--- src/rtl/mul_share_pkg.sv ---
// mul_share_pkg
//   Shared constants and record types for the multiplier-sharing arbiter.
//   DATA_W      : operand / product width of the shared multiplier
//   MUL_LATENCY : default multiplier latency in cycles
//   ID_W        : default requester-ID width (four requesters)
//   mul_tag_t   : in-flight tag travelling alongside the multiplier pipeline
//   resp_ent_t  : one result FIFO entry (truncated product plus requester ID)
package mul_share_pkg;

  localparam int DATA_W      = 8;
  localparam int MUL_LATENCY = 3;
  localparam int ID_W        = 2;

  typedef struct packed {
    logic            vld;
    logic [ID_W-1:0] id;
  } mul_tag_t;

  typedef struct packed {
    logic [DATA_W-1:0] data;
    logic [ID_W-1:0]   id;
  } resp_ent_t;

endpackage

--- src/rtl/mul_share_resp_fifo.sv ---
// mul_share_resp_fifo
//   Synchronous in-order FIFO of resp_ent_t entries holding multiplier results
//   until the response consumer takes them.
// Ports
//   clock    in   rising-edge clock
//   reset_n  in   synchronous reset, active low (empties the FIFO)
//   push     in   write push_ent at this edge (caller guarantees space)
//   push_ent in   entry to write
//   pop      in   remove the head entry at this edge (ignored when empty)
//   head     out  oldest entry; all zero while empty
//   empty    out  no entries stored
//   count    out  number of stored entries
module mul_share_resp_fifo
  import mul_share_pkg::*;
#(
  parameter int DEPTH = 4,
  localparam int CNT_W = $clog2(DEPTH + 1)
) (
  input  logic             clock,
  input  logic             reset_n,
  input  logic             push,
  input  resp_ent_t        push_ent,
  input  logic             pop,
  output resp_ent_t        head,
  output logic             empty,
  output logic [CNT_W-1:0] count
);

  localparam int PTR_W = (DEPTH > 1) ? $clog2(DEPTH) : 1;

  resp_ent_t        mem [DEPTH];
  logic [PTR_W-1:0] wr_ptr;
  logic [PTR_W-1:0] rd_ptr;
  logic             pop_ok;

  // Pointers wrap explicitly so that non-power-of-two depths work.
  function automatic logic [PTR_W-1:0] ptr_inc(input logic [PTR_W-1:0] p);
    if (p == PTR_W'(DEPTH - 1)) begin
      return '0;
    end
    return p + PTR_W'(1);
  endfunction

  assign empty  = (count == '0);
  assign pop_ok = pop & ~empty;
  // Zero the head while empty so the response outputs idle at zero.
  assign head   = empty ? '0 : mem[rd_ptr];

  always_ff @(posedge clock) begin
    if (push) begin
      mem[wr_ptr] <= push_ent;
    end
  end

  always_ff @(posedge clock) begin
    if (!reset_n) begin
      wr_ptr <= '0;
      rd_ptr <= '0;
      count  <= '0;
    end else begin
      if (push) begin
        wr_ptr <= ptr_inc(wr_ptr);
      end
      if (pop_ok) begin
        rd_ptr <= ptr_inc(rd_ptr);
      end
      case ({push, pop_ok})
        2'b10:   count <= count + CNT_W'(1);
        2'b01:   count <= count - CNT_W'(1);
        default: count <= count;
      endcase
    end
  end

endmodule

--- src/rtl/mul_share_arbiter.sv ---
// mul_share_arbiter
//   Shares one externally instantiated pipelined 8-bit multiplier between
//   NUM_REQ requesters. Round-robin issue of one operand pair per cycle, an
//   ID tag pipe that tracks each product through the multiplier, and a
//   credit-guarded result FIFO that returns tagged products in issue order.
// Optional feature (macro MUL_SHARE_STATS_EN): adds saturating 16-bit
//   stat_issue (handshakes) and stat_stall (cycles with a request pending
//   but no handshake) outputs.
// Ports
//   clock      in   rising-edge clock
//   reset_n    in   synchronous reset, active low
//   req_valid  in   per-requester operand valid
//   req_ready  out  per-requester grant, one-hot or zero
//   req_a      in   operand A, requester i at [8i+7:8i]
//   req_b      in   operand B, same packing
//   mul_I0     out  multiplier operand 0 (zero when nothing issues)
//   mul_I1     out  multiplier operand 1 (zero when nothing issues)
//   mul_O      in   multiplier product, MUL_LATENCY cycles after issue
//   resp_valid out  response valid
//   resp_ready in   response consumer ready
//   resp_data  out  product[7:0]
//   resp_id    out  requester that issued this product
//   stat_issue out  (MUL_SHARE_STATS_EN only) handshake count
//   stat_stall out  (MUL_SHARE_STATS_EN only) stalled-request cycle count
module mul_share_arbiter #(
  parameter int NUM_REQ     = 4,
  parameter int ID_W        = mul_share_pkg::ID_W,
  parameter int RESP_DEPTH  = 4,
  parameter int MUL_LATENCY = mul_share_pkg::MUL_LATENCY
) (
  input  logic                 clock,
  input  logic                 reset_n,
  input  logic [NUM_REQ-1:0]   req_valid,
  output logic [NUM_REQ-1:0]   req_ready,
  input  logic [NUM_REQ*8-1:0] req_a,
  input  logic [NUM_REQ*8-1:0] req_b,
  output logic [7:0]           mul_I0,
  output logic [7:0]           mul_I1,
  input  logic [7:0]           mul_O,
  output logic                 resp_valid,
  input  logic                 resp_ready,
  output logic [7:0]           resp_data,
  output logic [ID_W-1:0]      resp_id
`ifdef MUL_SHARE_STATS_EN
  ,
  output logic [15:0]          stat_issue,
  output logic [15:0]          stat_stall
`endif
);

  import mul_share_pkg::*;

  localparam int FC_W = $clog2(RESP_DEPTH + 1);
  localparam int CR_W = $clog2(RESP_DEPTH + MUL_LATENCY + 1) + 1;

  // Both request and response channels use strict valid/ready semantics:
  // a transfer happens on a rising edge where valid and ready are both 1.
  // A requester keeps its operands stable while valid is high and not yet
  // granted; resp_* stay stable while resp_valid is high and resp_ready low.

  logic [7:0]      lane_a [NUM_REQ];
  logic [7:0]      lane_b [NUM_REQ];
  logic [ID_W-1:0] rr_ptr;
  logic [ID_W-1:0] grant_idx;
  logic [ID_W-1:0] ptr_next;
  logic            grant_found;
  logic            credit_ok;
  logic            hs;
  logic            pop;
  logic [CR_W-1:0] in_use;
  mul_tag_t        tag_q [MUL_LATENCY];
  logic [FC_W-1:0] fifo_count;
  logic            fifo_empty;
  resp_ent_t       fifo_head;
  resp_ent_t       push_ent;

  for (genvar i = 0; i < NUM_REQ; i++) begin : g_lane
    assign lane_a[i] = req_a[8*i +: 8];
    assign lane_b[i] = req_b[8*i +: 8];
  end

  // Round-robin search: first valid requester at or after rr_ptr, wrapping.
  always_comb begin
    logic [ID_W:0] cand;
    cand        = '0;
    grant_found = 1'b0;
    grant_idx   = '0;
    for (int i = 0; i < NUM_REQ; i++) begin
      cand = {1'b0, rr_ptr} + (ID_W+1)'(i);
      if (cand >= (ID_W+1)'(NUM_REQ)) begin
        cand = cand - (ID_W+1)'(NUM_REQ);
      end
      if (!grant_found && req_valid[cand[ID_W-1:0]]) begin
        grant_found = 1'b1;
        grant_idx   = cand[ID_W-1:0];
      end
    end
  end

  assign ptr_next = (grant_idx == ID_W'(NUM_REQ - 1)) ? '0 : grant_idx + ID_W'(1);

  // Every tagged stage and every stored entry holds a credit. The stage-final
  // tag is still counted: it becomes a FIFO entry at the coming edge.
  always_comb begin
    in_use = CR_W'(fifo_count);
    for (int s = 0; s < MUL_LATENCY; s++) begin
      in_use = in_use + CR_W'(tag_q[s].vld);
    end
  end

  assign pop       = resp_valid & resp_ready;
  // A pop in this cycle frees its credit for an issue in the same cycle.
  assign credit_ok = (in_use - CR_W'(pop)) < CR_W'(RESP_DEPTH);
  // No grant while reset is asserted: the tag would be discarded anyway.
  assign hs        = reset_n & credit_ok & grant_found;

  assign req_ready = hs ? (NUM_REQ'(1) << grant_idx) : '0;
  assign mul_I0    = hs ? lane_a[grant_idx] : 8'd0;
  assign mul_I1    = hs ? lane_b[grant_idx] : 8'd0;

  // Tag pipe runs in lockstep with the multiplier; the last stage lines up
  // with the product of that operand pair on mul_O.
  always_ff @(posedge clock) begin
    if (!reset_n) begin
      rr_ptr <= '0;
      for (int s = 0; s < MUL_LATENCY; s++) begin
        tag_q[s] <= '0;
      end
    end else begin
      if (hs) begin
        rr_ptr <= ptr_next;
      end
      tag_q[0] <= '{vld: hs, id: grant_idx};
      for (int s = 1; s < MUL_LATENCY; s++) begin
        tag_q[s] <= tag_q[s-1];
      end
    end
  end

  assign push_ent = '{data: mul_O, id: tag_q[MUL_LATENCY-1].id};

  mul_share_resp_fifo #(
    .DEPTH (RESP_DEPTH)
  ) u_resp_fifo (
    .clock    (clock),
    .reset_n  (reset_n),
    .push     (tag_q[MUL_LATENCY-1].vld),
    .push_ent (push_ent),
    .pop      (pop),
    .head     (fifo_head),
    .empty    (fifo_empty),
    .count    (fifo_count)
  );

  assign resp_valid = ~fifo_empty;
  assign resp_data  = fifo_head.data;
  assign resp_id    = fifo_head.id;

`ifdef MUL_SHARE_STATS_EN
  always_ff @(posedge clock) begin
    if (!reset_n) begin
      stat_issue <= '0;
      stat_stall <= '0;
    end else begin
      if (hs && stat_issue != 16'hFFFF) begin
        stat_issue <= stat_issue + 16'd1;
      end
      if ((|req_valid) && !hs && stat_stall != 16'hFFFF) begin
        stat_stall <= stat_stall + 16'd1;
      end
    end
  end
`endif

endmodule

--- config.mk ---
export PLATFORM = sky130hd
export DESIGN_NAME = mul_share_arbiter
export DESIGN_NICKNAME = d
export VERILOG_FILES = /design/src/rtl/mul_share_pkg.sv /design/src/rtl/mul_share_resp_fifo.sv /design/src/rtl/mul_share_arbiter.sv
export SDC_FILE = /design/constraint.sdc
export NUM_CORES = 1
export LEC_CHECK = 0
export CAP_MARGIN = 20
export CORE_ASPECT_RATIO = 0.7
export CORE_MARGIN = 2
export CORE_UTILIZATION = 51
export DETAILED_ROUTE_END_ITERATION = 6
export PLACE_DENSITY = 0.86
export SYNTH_ARGS = -nofsm -noshare
export SYNTH_HDL_FRONTEND = slang
export SYNTH_SLANG_ARGS = --single-unit
--- constraint.sdc ---
create_clock -name clock -period 8.6 [get_ports clock]
set_clock_uncertainty 0.05 [all_clocks]
set_input_delay 0.86 -clock clock [delete_from_list [all_inputs] [get_ports clock]]
set_output_delay 0.86 -clock clock [all_outputs]
set_load 0.01 [all_outputs]
Yosys cells after proc, flatten, opt, wreduce, memory -nomap -nowiden
Memory sizes are Yosys's and may differ from the RTL's. A register that Yosys moved wholly into a read port is not among the register bits.
Index checks and enable logic that the tools add are counted.
Word-level totals
  logic and storage cells: 106
  memory bits (writable): 49
  output and inout bits: 31
  bits in registers: 9
  memories kept: 2
Memories
  u_resp_fifo.mem: words 4, bits a word 10, read ports 1, clocked after memory_dff 1, wr ports 1, line mul_share_resp_fifo.sv:31  | resp_ent_t mem [DEPTH];
  tag_q: words 3, bits a word 3, read ports 3, clocked after memory_dff 0, wr ports 3, line mul_share_arbiter.sv:71  | mul_tag_t tag_q [MUL_LATENCY];
Operators by class
  magnitude comparators: 10
  mux-type cells: 51
  add/subtract/negate cells: 16
  bitwise logic cells: 9
  equal/unequal tests: 5
  reduce and logical (&&, ||, !) cells: 8
  shift operators: 1
Operators by type and width (number)
  $mux W8: 6
  $bmux W8 S2: 2
  $mux W2: 15
  $mux W1: 18
  $ge A3 B3 Y1 const B: 4
  $lt A2 B3 Y1 const B: 4
  $mux W10: 1
  $mux W3: 3
  $add A4 B1 Y4: 2
  $bmux W1 S2: 4
  $eq A2 B2 Y1 const B: 4
  $sub A2 B1 Y2 const B: 4
  $add A2 B1 Y2 const B: 3
  $add A2 B2 Y3 const B: 2
  $pmux W3 S2: 1
  $add A3 B1 Y4: 1
  $and A1 B1 Y1: 4
  $lt A4 B3 Y1 const B: 1
  $mux W4: 1
  $shl A1 B2 Y4 const A: 1
  $sub A4 B1 Y4: 1
  $add A2 B1 Y3 const B: 1
  $add A3 B1 Y3 const B: 1
  $ge A2 B3 Y1 const B: 1
  9 further kinds: 15

Longest topological paths before layout
  word-level depth: 19
  depth in mapped cells: 12
  gate-level depth less buffers: 11

Hierarchy
From an unflattened synthesis, not the netlist that was laid out.
Second synthesis, totals
  cells, all modules: 238
  area total of the unflattened synthesis: 3251.9 um^2
By module, submodules not included
  mul_share_resp_fifo: times used 1, area each 2062.0 um^2, cells each 114, seq. area each 1381.3 um^2
  mul_share_arbiter: times used 1, area each 1189.9 um^2, cells each 124, seq. area each 220.2 um^2

Worst setup path after synthesis
No wires, ideal clock.
  kind: input -> output
  from: input resp_ready
  to: output mul_I0[4]
  cell stages on the path: 11
  setup slack: 4507 ps
  buffers on the path: 1
  arrival time: 3183 ps
  path through: nand2_1 inv_1 ha_1 fa_1 inv_1 ha_1 and3b_1 nor4_2 nor2_1 clkbuf_1 o32ai_1
Between the ends
  cells in the longest elaborated chain, start to end: 6
RTL lines
  from (decl): line mul_share_arbiter.sv:41  | input logic resp_ready,
  $and A1 B1 Y1: line mul_share_arbiter.sv:111  | assign pop = resp_valid & resp_ready;
  $sub A4 B1 Y4: line mul_share_arbiter.sv:113  | assign credit_ok = (in_use - CR_W'(pop)) < CR_W'(RESP_DEPTH);
  $lt A4 B3 Y1: line mul_share_arbiter.sv:113
  $and A1 B1 Y1 (2 in series): line mul_share_arbiter.sv:115  | assign hs = reset_n & credit_ok & grant_found;
  $mux W8: line mul_share_arbiter.sv:118  | assign mul_I0 = hs ? lane_a[grant_idx] : 8'd0;
  to (decl): line mul_share_arbiter.sv:37  | output logic [7:0] mul_I0,
No other way between the ends.

Worst setup path in the final report
  from: register u_resp_fifo.count[0]
  to: output mul_I0[0]
Between the ends
  cells in the longest elaborated chain, start to end: 8
  elaborated cells on any way between the ends: 11
RTL lines
  from (decl): line mul_share_resp_fifo.sv:26  | output logic [CNT_W-1:0] count
  from (signal assigned): line mul_share_resp_fifo.sv:68  | 2'b10: count <= count + CNT_W'(1);
  from (signal assigned): line mul_share_resp_fifo.sv:69  | 2'b01: count <= count - CNT_W'(1);
  from (signal assigned): line mul_share_resp_fifo.sv:70  | default: count <= count;
  $add A3 B1 Y4 / $logic_not A3 Y1 (equally long branches): line mul_share_arbiter.sv:107, mul_share_resp_fifo.sv:44
  $add A4 B1 Y4 / $not A1 Y1 (equally long branches): line mul_share_arbiter.sv:107, mul_share_arbiter.sv:155
  $add A4 B1 Y4 / $and A1 B1 Y1 (equally long branches): line mul_share_arbiter.sv:107, mul_share_arbiter.sv:111
  $sub A4 B1 Y4 (*): line mul_share_arbiter.sv:113
  $lt A4 B3 Y1 (*): line mul_share_arbiter.sv:113
  $and A1 B1 Y1 (*) (2 in series): line mul_share_arbiter.sv:115
  $mux W8 (*): line mul_share_arbiter.sv:118
Every way passes the cells marked *; elsewhere a longest branch is shown, timed or not.

==> impl_metrics.py <==
metrics = {
    "layout": {
        "regArea_um2": 1600,
        "multi_input_area_um2": 2090,
        "nets": 577,
        "antenna_cells": 0,
        "nFillCells": 571,
        "areaGrowthSynthToFinish_pct": 34.5,
        "drive_gt1_share_pct": 7.82,
    },
    "detailed_routing": {
        "wl_per_cell_um": 18.9,
        "routed_wl_mm": 11.1,
        "drtIter0Drc": 395,
        "wl_met3_um": 889,
        "via_per_inst": 6.32,
        "drt-pass1-iter-count": 5,
        "via_count": 3711,
        "highest_layer": "met4",
        "wl_met1_mm": 4.98,
        "drc": 0,
        "route.met2.wl_mm": 5.19,
        "postRouteAntennaNets": 0,
    },
    "die": {
        "rows": 27,
        "core-area_um2": 7800,
        "die_y_um": 78.7,
        "die_w_um": 111,
        "dieArea_um2": 8700,
        "start_util_pct": 52.0,
        "ioPinCount": 110,
    },
    "critical_path": {
        "cp-end-kind": "output port",
        "arrival_ns": 4.38,
        "crit_buf_inv": 3,
        "worst_path_max_delay_cell": "nor2_1",
        "path_delay_family": "simple AND/OR/NAND/NOR gates",
        "max_stage_delay_ns": 0.73,
        "path_cells": "or3_1 > nand2_1 > inv_1 > ha_1 > fa_1 > inv_1 > ha_1 > and3b_1 > o211a_1 > nor2_1 > o32ai_1 > clkdlybuf4s50_1",
        "path_max_fanout": 16,
        "path_class": "flip-flop to output port",
        "critical_path_required_ns": 7.69,
        "worstSetupStartpointType": "flip-flop",
    },
    "timing": {
        "final_max_slew_viol_count": 0,
        "fmax_mhz": 189,
        "worst_pin_slew_ns": 0.960,
        "setup_viol": 0,
        "grt_setup_unrepaired": "no",
        "finalSetupTns_ns": 0,
        "hold_violations": 0,
        "fin_crit_sh_pct": 61.5,
        "max_slew_margin_pct": 35.8,
        "period_needed_ns": 5.29,
        "postLayoutSetupSlackWorst_ns": 3.31,
    },
    "power": {
        "power.leakage_uw": 0.00194,
        "power_density_nw_per_um2": 253,
        "peakVddDrop_mv": 0.182,
        "power_uw": 1380,
    },
    "hold_path": {
        "hp-class": "flip-flop to flip-flop",
    },
    "synth": {
        "yosys_warnings": 0,
        "synth_top_area_cell": "edfxtp_1",
        "synth.top_cell.area_share_pct": 29.6,
        "ys_ff_latch": 60,
        "synth_area_leaders": "edfxtp_1, o32ai_1, dfxtp_1, a311oi_1, a211oi_1",
        "synthCells": 395,
        "netlist-cell-type-count": 40,
        "avgSynthCellArea_um2": 10.3,
        "synth_nets": 491,
        "netlist_area_um2": 4060,
        "yosysSeqAreaShare_pct": 39.4,
    },
    "clock_tree": {
        "htreeDepth": 3,
        "cts_tree": "yes",
        "cts_buffers": 9,
        "cts_sinks": 60,
        "post_cts_resized": 0,
        "clockBufferDepth": 2,
        "hold_buffers": 0,
        "path_clk_slew_ns": 0.05,
        "ctsRootBufferMaster": "clkbuf_16",
        "cts_setup_buffers": 0,
        "insertion_delay_ns": 0.32,
    },
    "placed_design": {
        "dp_slack_ns": 3.12,
        "place.gp.congestion": 0.935,
        "hpwlAfterDp_mm": 7.78,
        "io_buffer_count": 109,
    },
    "global_routing": {
        "grt_overflow_total": 0,
        "grt_usage_pct": 25.1,
        "grt_pass1_vias": 3440,
        "antenna_found_initial": 0,
        "grt_pass1_wl_mm": 17.3,
        "grt_max_degree": 70,
    },
    "run": {
        "maxCapViolCount": 0,
    },
    "run_status": {
        "status": "completed",
    },
}
## cells in the final DEF (no fill, tap or decap), drive strengths merged, types with 5 or more instances in the layout
cell             n
dfxtp           20
nand2b          35
and2            26
a311oi          33
ha              15
o32ai           48
edfxtp          40
mux4            10
inv             50
clkdlybuf4s50  108
mux2i            5
clkbuf          10
a211oi          32
nand2            7
buf              9
## report_power, final
group	internal, µW	switching [µW]
logic	324	362
clock network	224	117
registers	334	22.3
total	882	502
## flip-flops by register name (all words and copies together), names as in the netlist, named ones only
signal / cells
u_resp_fifo.rd_ptr: 2
tag_q: 9
rr_ptr: 2
u_resp_fifo.wr_ptr: 2
u_resp_fifo.count: 3
u_resp_fifo.mem: 40
## synthesized netlist by cell type
master    instances
and3_1            1
and3b_1           1
inv_1            49
o221ai_1          1
nand2b_1         35
edfxtp_1         40
nand2_2           1
nor2b_1           4
o21a_1            1
fa_1              2
and2_1           26
dfxtp_1          20
o211a_1           1
buf_1             1
a21oi_1           2
mux2i_1           4
a21boi_0          2
o22a_1            1
a211oi_1         32
mux2i_2           1
nand2_1           6
or2_2             1
o21ai_0           2
nor4_2            1
buf_4             1
nor2_1            1
a311oi_1         33
or3b_1            1
o32ai_1          48
xor2_1            2
or3_1             3
o41a_1            1
buf_2            12
a21o_1            3
nor3_1            1
ha_1             15
buf_6             1
xnor2_1           1
clkbuf_1         27
mux4_2           10
## routing by layer
layer  track usage, %  vias to the layer above
met5                0                        -
met4             3.62                        0
met3             6.33                        4
met2             40.2                      179
met1             35.4                     1818
li1                 -                     1710
## logic make-up after synthesis
group | synth area share, %
AO/OA/AOI/OAI | 25.9
buffers and inverters | 9.06
AND/OR/NAND/NOR | 12.4
flip-flops | 39.4
adder cells (fa/ha/maj) | 5.61
multiplexers | 6.87
XOR/XNOR | 0.647
## metrics by stage
step / cells / instance area (µm²) / hold slack, ns / utilization, %
3_3_place_gp: 569 / 5130 / 0.366 / 65.8
3_5_place_dp: 569 / 5130 / 0.371 / 65.8
6_report: 587 / 5460 / 0.383 / 70.0
4_1_cts: 585 / 5430 / 0.383 / 69.6
5_1_grt: 587 / 5460 / 0.402 / 70.0
2_1_floorplan: 395 / 4060 / 0.362 / -
## path summary, 6_finish.rpt
kind                                     start                     end  slack [ns]  cells past startpoint
max          u_resp_fifo.count[0]$_SDFFE_PN0P_               mul_I0[0]        3.31                     12
min                     tag_q[0][0]$_SDFF_PN0_  tag_q[0][3]$_SDFF_PN0_        0.38                      1
max reg2reg  u_resp_fifo.count[0]$_SDFFE_PN0P_  rr_ptr[0]$_SDFFE_PN0P_        5.32                     11
min reg2reg             tag_q[0][0]$_SDFF_PN0_  tag_q[0][3]$_SDFF_PN0_        0.38                      1
## final cells by class
type                            count  area share (%)
Clock buffer                       10            4.19
Multi-Input combinational cell    244            38.3
Inverter                           49            3.37
Tap cell                          101            2.31
Clock inverter                      6            1.17
Timing Repair Buffer              117            21.3
Sequential cell                    60            29.3
(Power assumes the default switching activity.)
